$ cat config.mk
export PLATFORM = sky130hd
export DESIGN_NAME = servo_bank
export DESIGN_NICKNAME = d
export VERILOG_FILES = /design/src/rtl/servo_bank.sv
export SDC_FILE = /design/constraint.sdc
export NUM_CORES = 1
export LEC_CHECK = 0
export CORE_MARGIN = 5
export CORE_UTILIZATION = 45
export CTS_CLUSTER_DIAMETER = 120
export DETAILED_ROUTE_END_ITERATION = 10
export PLACE_DENSITY = 0.71
export SKIP_LAST_GASP = 1
export SLEW_MARGIN = 15
export SYNTH_ARGS = -nofsm -noshare
export SYNTH_HDL_FRONTEND = slang
export SYNTH_SLANG_ARGS = --single-unit
$ cat constraint.sdc
create_clock -name clk -period 11.1 [get_ports clk]
set_clock_uncertainty 0.15 [all_clocks]
set_input_delay 2.22 -clock clk [delete_from_list [all_inputs] [get_ports clk]]
set_output_delay 2.22 -clock clk [all_outputs]
set_load 0.02 [all_outputs]
$ cat src/rtl/servo_bank.sv
// rtl/servo_bank.sv - multi-channel servo PWM driver with per-channel slew limiting
module servo_bank #(
  parameter int NCH        = 4,
  parameter int AW         = 8,
  parameter int PRESC_DIV  = 556,
  parameter int PERIOD     = 1800,
  parameter int MIN_CNT    = 45,
  parameter int ANGLE_MAX  = 180,
  parameter int STEP       = 2,
  parameter int INIT_ANGLE = 90,
  localparam int CW        = (NCH > 1) ? $clog2(NCH) : 1
) (
  input  logic           clk,
  input  logic           rst,
  input  logic           wr_en,
  input  logic [CW-1:0]  wr_ch,
  input  logic [AW-1:0]  wr_angle,
  input  logic [NCH-1:0] ch_en,
  output logic [NCH-1:0] pwm,
  output logic [NCH-1:0] settled,
  output logic           frame_start
);

  localparam int PSW = (PRESC_DIV > 1) ? $clog2(PRESC_DIV) : 1;
  localparam int PW  = (PERIOD > 1) ? $clog2(PERIOD) : 1;

  logic [PSW-1:0] presc;
  logic [PW-1:0]  pcnt;
  logic [PW-1:0]  pcnt_next;
  logic           tick;
  logic           wrap;

  logic [AW-1:0]  tgt         [NCH];
  logic [AW-1:0]  cur         [NCH];
  logic [AW-1:0]  cur_next    [NCH];
  logic [PW-1:0]  cmp_sh      [NCH];
  logic [PW-1:0]  cmp_sh_next [NCH];
  logic [NCH-1:0] en_sh;
  logic [NCH-1:0] en_sh_next;
  logic [NCH-1:0] pwm_next;
  logic [AW-1:0]  wr_clamped;

  // Move c toward t by at most STEP; STEP of zero jumps straight to the target.
  function automatic logic [AW-1:0] slew(input logic [AW-1:0] c, input logic [AW-1:0] t);
    logic [AW-1:0] diff;
    logic [AW-1:0] res;
    res = t;
    if (t > c) begin
      diff = t - c;
      if (STEP != 0 && 32'(diff) > 32'(STEP))
        res = c + AW'(STEP);
    end else begin
      diff = c - t;
      if (STEP != 0 && 32'(diff) > 32'(STEP))
        res = c - AW'(STEP);
    end
    return res;
  endfunction

  assign tick       = (presc == PSW'(PRESC_DIV - 1));
  assign wrap       = tick && (pcnt == PW'(PERIOD - 1));
  assign wr_clamped = (wr_angle > AW'(ANGLE_MAX)) ? AW'(ANGLE_MAX) : wr_angle;

  always_comb begin
    pcnt_next = pcnt;
    if (wrap)
      pcnt_next = '0;
    else if (tick)
      pcnt_next = pcnt + 1'b1;
  end

  // Shadow registers only move at the frame boundary, so a frame in progress is never reshaped.
  always_comb begin
    en_sh_next = wrap ? ch_en : en_sh;
    pwm_next   = '0;
    settled    = '0;
    for (int i = 0; i < NCH; i++) begin
      cur_next[i]    = cur[i];
      cmp_sh_next[i] = cmp_sh[i];
      if (wrap) begin
        cur_next[i]    = slew(cur[i], tgt[i]);
        cmp_sh_next[i] = PW'(MIN_CNT) + PW'(cur_next[i]);
      end
      pwm_next[i] = en_sh_next[i] && (pcnt_next < cmp_sh_next[i]);
      settled[i]  = (cur[i] == tgt[i]);
    end
  end

  always_ff @(posedge clk) begin
    if (rst) begin
      presc       <= '0;
      pcnt        <= '0;
      pwm         <= '0;
      frame_start <= 1'b0;
      en_sh       <= '0;
      for (int i = 0; i < NCH; i++) begin
        tgt[i]    <= AW'(INIT_ANGLE);
        cur[i]    <= AW'(INIT_ANGLE);
        cmp_sh[i] <= PW'(MIN_CNT + INIT_ANGLE);
      end
    end else begin
      presc       <= tick ? '0 : presc + 1'b1;
      pcnt        <= pcnt_next;
      frame_start <= wrap;
      en_sh       <= en_sh_next;
      pwm         <= pwm_next;
      for (int i = 0; i < NCH; i++) begin
        cur[i]    <= cur_next[i];
        cmp_sh[i] <= cmp_sh_next[i];
        // Out-of-range channel indices match no entry and are dropped.
        if (wr_en && wr_ch == CW'(i))
          tgt[i] <= wr_clamped;
      end
    end
  end

endmodule

==> results.sh, run 1 <==
export IMPL_synth_edff_count=32
export IMPL_cts_sinks=138
export IMPL_hold_viol=0
export IMPL_antenna_found_initial=0
export IMPL_finalCriticalPeriod_ns=5.71
export IMPL_grt_pass1_wl_um=48200
export IMPL_synthTopCellsByCount="nand2_1, nor2_1, a21oi_1, ha_1, dfxtp_1"
export IMPL_worst_pin_slew_ns=1.14
export IMPL_first_iter_violations=895
export IMPL_path_cells="inv_1, fa_1, xor2_1, a31o_2, a2111oi_1, nand4_1, o22ai_1, buf_4, mux2i_1, inv_1, ha_1, nand3b_1, a211oi_1, a41oi_1, and2_1, ha_1, nor2b_1, o21ai_0, nand2b_1, a21oi_1, nor2b_1, o21ai_0, nand3_1, a31oi_1"
export IMPL_peakVddDrop_uv=75.5
export IMPL_synth_top_area_frac=0.189
export IMPL_via_per_inst=5.93
export IMPL_avgSynthCellArea_sq_um=8.22
export IMPL_powerDensity_mw_per_mm2=108
export IMPL_core_area_sq_mm=0.0244
export IMPL_cp_start_kind="flop"
export IMPL_clock_root_buffer="clkbuf_16"
export IMPL_crit_fanout=13
export IMPL_yosysWarningCount=0
export IMPL_hold_ws_ns=0.296
export IMPL_crit_path_end_kind="flop"
export IMPL_ys_seq_area_frac=0.275
export IMPL_ys_top_cells_by_area="dfxtp_1, ha_1, edfxtp_1"
export IMPL_post_cts_buffers=0
export IMPL_dieArea_sq_mm=0.0282
export IMPL_gr_usage_all_layers=0.204
export IMPL_final_area_sq_mm=0.0123
export IMPL_drv_cap=0
export IMPL_clk_latency_ns=0.42
export IMPL_drcViolationCount=0
export IMPL_antenna_left=0
export IMPL_wl_per_cell_um=17.2
export IMPL_die_x_um=168
export IMPL_htree_levels=4
export IMPL_grt_max_degree=64
export IMPL_vias=10100
export IMPL_synth_seq_cells=138
export IMPL_grt_ovfl_total=0
export IMPL_synth_most_common_cell="nand2_1"
export IMPL_cp_required_ns=11.29
export IMPL_yosysTopAreaCell="dfxtp_1"
export IMPL_fmax_mhz=175
export IMPL_synth_main_ff_cell="dfxtp_1"
export IMPL_routed_wl_um=29200
export IMPL_postSynthNetCount=1503
export IMPL_io_pins=26
export IMPL_die_h_um=168
export IMPL_initial_core_util=0.460
export IMPL_n_antenna_cell=0
export IMPL_clockBufferDepth=2
export IMPL_cts_hold_buf=0
export IMPL_netlist_area_sq_mm=0.0112
export IMPL_setup_tns_final_ns=0
export IMPL_ys_types=98
export IMPL_clk_transition_reported_paths_ns=0.06
export IMPL_postPlaceCellArea_sq_mm=0.0117
export IMPL_fin_crit_sh=0.514
export IMPL_hp_class="reg2reg"
export IMPL_synth_cells=1364
export IMPL_cp_arrival_ns=5.90
export IMPL_hpwl_um=21700
export IMPL_drv_slew=0
export IMPL_io_buffers=25
export IMPL_p_leak_nw=4.98
export IMPL_drt_pass1_iter_count=5
export IMPL_nets=1503
export IMPL_status="finished clean"
export IMPL_grt_setup_unrepaired="false"
export IMPL_cts_buffers=17
export IMPL_grt_pass1_vias=9667
export IMPL_cts_tree="done"
export IMPL_cts_resized=0
export IMPL_max_slew_margin=0.233
export IMPL_drive_gt1_frac=0.0647
export IMPL_setup_viol=0
export IMPL_async_reset_ff_frac=0
export IMPL_path_class="reg2reg"
export IMPL_placementRows=57
export IMPL_gp_congestion=0.926
export IMPL_slowest_stage="a2111oi_1"
export IMPL_cpPeakStageDelay_ns=0.55
export IMPL_syn_to_final_growth_pct=9.40
[worst paths after layout]
check                                    from       endpoint  cells after the start  slack (ns)
worst max register to register      tgt[3][1]         pwm[3]                     24        5.39
worst max-delay path                tgt[3][1]         pwm[3]                     24        5.39
worst min register to register  cmp_sh[3][10]  cmp_sh[3][10]                      2        0.30
worst min-delay path            cmp_sh[3][10]  cmp_sh[3][10]                      2        0.30
[worst max-delay path, delay by kind of cell, from the launching register on]
kind,cells,cell delay (ns)
AO/OA/AOI/OAI,9,1.96
XOR/XNOR,1,0.18
adder cells (fa/ha/maj),3,0.98
buffers and inverters,3,0.43
flip-flops,1,0.47
multiplexers,1,0.34
AND/OR/NAND/NOR,7,1.09
[metal layers]
metal	wire (um)	GRT usage	up-vias
met5	0	0	-
met4	539	0.0614	0
met3	1950	0.0385	50
met2	13200	0.326	357
met1	13500	0.281	4747
li1	-	-	4927
[power by group]
group | internal, mW | switching, mW | total (mW)
Combinational | 0.0836 | 0.140 | 0.224
Clock | 0.351 | 0.212 | 0.562
Sequential | 0.525 | 0.0112 | 0.536
[metrics by stage]
step / worst slack (ns) / util / instances / power (mW)
after floorplan: 6.06 / - / 1364 / 0.711
after global placement: 5.48 / 0.479 / 1669 / 0.762
after detailed placement: 5.46 / 0.479 / 1669 / 0.765
after CTS: 5.40 / 0.503 / 1700 / 1.32
after global routing: 4.97 / 0.503 / 1700 / 1.37
final: 5.39 / 0.503 / 1700 / 1.32
[area by class of cell]
type,count,area [sq um]
sequential,138,3080
fill,2382,12100
clock inverter,6,58.8
clock buffer,25,528
timing repair buffer,32,298
multi-input combinational,1077,7520
tap,324,405
inverter,98,368
[state kept, by name, indices dropped and copies added (netlist names)]
| name | cells |
|---|---|
| pcnt | 11 |
| presc | 10 |
| frame_start | 1 |
| cmp_sh | 44 |
| en_sh | 4 |
| tgt | 32 |
| pwm | 4 |
| cur | 32 |
[cell usage in the layout (no fill, tap or decap), types with 26 or more instances in the layout]
master and count:
a21oi_1 115, and2_1 32, dfxtp_1 106, edfxtp_1 32, ha_1 114, inv_1 96
mux2i_1 26, nand2_1 150, nand2b_1 27, nand3_1 42, nor2_1 121, o211ai_1 30
o21ai_0 42, xnor2_1 41
[logic make-up (layout without fill, tap and decap cells)]
kind of cell             after synthesis  in the layout  synth area share
AND/OR/NAND/NOR                      501            501             0.221
buffers and inverters                149            161            0.0542
flip-flops                           138            138             0.275
AO/OA/AOI/OAI                        359            359             0.228
XOR/XNOR                              59             59            0.0461
adder cells (fa/ha/maj)              122            122             0.142
multiplexers                          36             36            0.0335
Power figures use the tool's default switching activity.
==> inputs of run 2 (changes only) <==
==> constraint.sdc (replaced) <==
create_clock -name clk -period 5.7 [get_ports clk]
set_clock_uncertainty 0.15 [all_clocks]
set_input_delay 1.14 -clock clk [delete_from_list [all_inputs] [get_ports clk]]
set_output_delay 1.14 -clock clk [all_outputs]
set_load 0.02 [all_outputs]
==> run 2 against run 1 <==
  * Core utilization rose by 0.65 points
  * Fmax rose by 8.3%
  * First-iteration DRC count rose by 6.7%
  * Non-clock buffer count rose by 15
  * Worst setup slack got worse by 5.0 ns
  * Clock-buffer cell count fell by 8
  * Final area rose by 1.3%
  * Critical path depth rose by 2
  * Clock power rose by 87%
  * Critical endpoint unchanged
  * Largest cell class unchanged
  * Largest power group unchanged
  * Highest routed layer unchanged
==> results.sh, run 2 (synthesis results as in run 1) <==
export IMPL_clk_latency_ns=0.43
export IMPL_startpoint="tgt[3][0]"
export IMPL_mostFrequentLayoutCell="nand2_1"
export IMPL_min_path_cells=2
export IMPL_grt_max_degree=81
export IMPL_drv_slew=0
export IMPL_io_pins=26
export IMPL_fin_crit_sh=0.925
export IMPL_drv_cap=0
export IMPL_top_regs="cmp_sh: 44 flops, cur: 32 flops, tgt: 32 flops"
export IMPL_antenna_found_initial=0
export IMPL_htree_levels=4
export IMPL_cp_required_ns=5.90
export IMPL_clk_transition_reported_paths_ns=0.06
export IMPL_wl_per_cell_um=16.9
export IMPL_status="finished clean"
export IMPL_initial_core_util=0.460
export IMPL_regArea_sq_mm=0.00308
export IMPL_dieArea_sq_mm=0.0282
export IMPL_hp_start="cmp_sh[0][9]"
export IMPL_via_per_inst=5.88
export IMPL_io_buffers=25
export IMPL_finalCriticalPeriod_ns=5.27
export IMPL_hp_class="reg2reg"
export IMPL_cts_sinks=138
export IMPL_multiInputGateArea_sq_mm=0.00758
export IMPL_drcViolationCount=0
export IMPL_largest_reg_flops=44
export IMPL_clockBufferDepth=2
export IMPL_die_h_um=168
export IMPL_routed_wl_um=29100
export IMPL_grt_pass1_wl_um=47200
export IMPL_cts_tree="done"
export IMPL_peakVddDrop_uv=161
export IMPL_grt_pass1_vias=9230
export IMPL_path_delay_family="compound AO/OA/AOI/OAI gates"
export IMPL_cp_arrival_ns=5.47
export IMPL_slowest_stage="fa_1"
export IMPL_core_area_sq_mm=0.0244
export IMPL_cp_start_kind="flop"
export IMPL_cp_common_cell="ha_1"
export IMPL_worstRegToRegCells=26
export IMPL_die_x_um=168
export IMPL_path_depth=26
export IMPL_grt_ovfl_total=0
export IMPL_setup_viol=0
export IMPL_r2r_start="tgt[3][0]"
export IMPL_cts_hold_buf=0
export IMPL_final_cell_mix="nand2_1, nor2_1, a21oi_1"
export IMPL_n_antenna_cell=0
export IMPL_crit_fanout=12
export IMPL_top_register="cmp_sh"
export IMPL_vias=10100
export IMPL_nets=1518
export IMPL_syn_to_final_growth_pct=10.8
export IMPL_gp_congestion=0.912
export IMPL_crit_path_end_kind="flop"
export IMPL_setup_tns_final_ns=0
export IMPL_p_leak_nw=5.03
export IMPL_first_iter_violations=955
export IMPL_nFillCells=2311
export IMPL_worst_pin_slew_ns=1.11
export IMPL_hpwl_um=21400
export IMPL_gr_usage_all_layers=0.200
export IMPL_drive_gt1_frac=0.0869
export IMPL_path_class="reg2reg"
export IMPL_max_slew_margin=0.254
export IMPL_cts_buffers=17
export IMPL_placementRows=57
export IMPL_hold_ws_ns=0.294
export IMPL_antenna_left=0
export IMPL_critical_path_buf_inv_count=4
export IMPL_clock_root_buffer="clkbuf_16"
export IMPL_fmax_mhz=190
export IMPL_powerDensity_mw_per_mm2=205
export IMPL_drt_pass1_iter_count=5
export IMPL_power_mw=2.54
export IMPL_cpPeakStageDelay_ns=0.43
export IMPL_hold_viol=0
-- run 2: cell types whose count changed in the layout (fill, tap and decap cells not counted), moves of 4 or more --
cell / delta
ha_2: +4
ha_1: -4
inv_6: +4
clkinv_4: +4
buf_4: +13
-- run 2: path summary, 6_finish.rpt --
check	end	slack, ns
setup reg to reg	pwm[3]	0.43
hold / removal	cmp_sh[0][9]	0.29
hold reg to reg	cmp_sh[0][9]	0.29
setup / recovery	pwm[3]	0.43
-- run 2: metal layers --
metal  global-route usage  wire [um]  vias to the layer above
li1                     -          -                     4968
met2                0.310      13100                      303
met4               0.0515        426                        0
met5                    0          0                        -
met1                0.288      14000                     4774
met3               0.0366       1530                       42
-- run 2: repair_timing --
| item | in CTS | in global routing |
|---|---|---|
| endpoints found under the setup margin | 0 | 2 |
| buffers inserted | 0 | 5 |
| gates resized for setup | 0 | 17 |
-- run 2: area by class of cell --
type                       instances  share of cell area
tap                              324              0.0326
clock buffer                      17              0.0342
clock inverter                    15              0.0107
inverter                          98              0.0296
sequential                       138               0.248
multi-input combinational       1077               0.610
timing repair buffer              47              0.0343
-- run 2: worst register-to-register path, delay by kind of cell, from the launching register on --
kind | cells | cell delay, ns
buffers and inverters | 4 | 0.53
and+or+nand+nor | 7 | 1.03
DFF | 1 | 0.41
adders and majority gates | 4 | 1.12
AOI/OAI and AO/OA | 11 | 1.97
-- run 2: power breakdown --
group / total [mW] / switching (mW) / internal (mW)
combinational: 0.450 / 0.277 / 0.173
clock: 1.05 / 0.478 / 0.572
sequential: 1.04 / 0.0205 / 1.02
-- run 2: stage by stage --
| step | cell area (sq um) | setup WS, ns | cells | utilization |
|---|---|---|---|---|
| finish | 12400 | 0.428 | 1716 | 0.509 |
| global route | 12400 | -0.00292 | 1716 | 0.509 |
| CTS | 12300 | 0.146 | 1711 | 0.505 |
| detailed placement | 11800 | 0.239 | 1679 | 0.482 |
| global placement | 11800 | 0.482 | 1679 | 0.482 |
| floorplan | 11200 | 0.664 | 1364 | - |
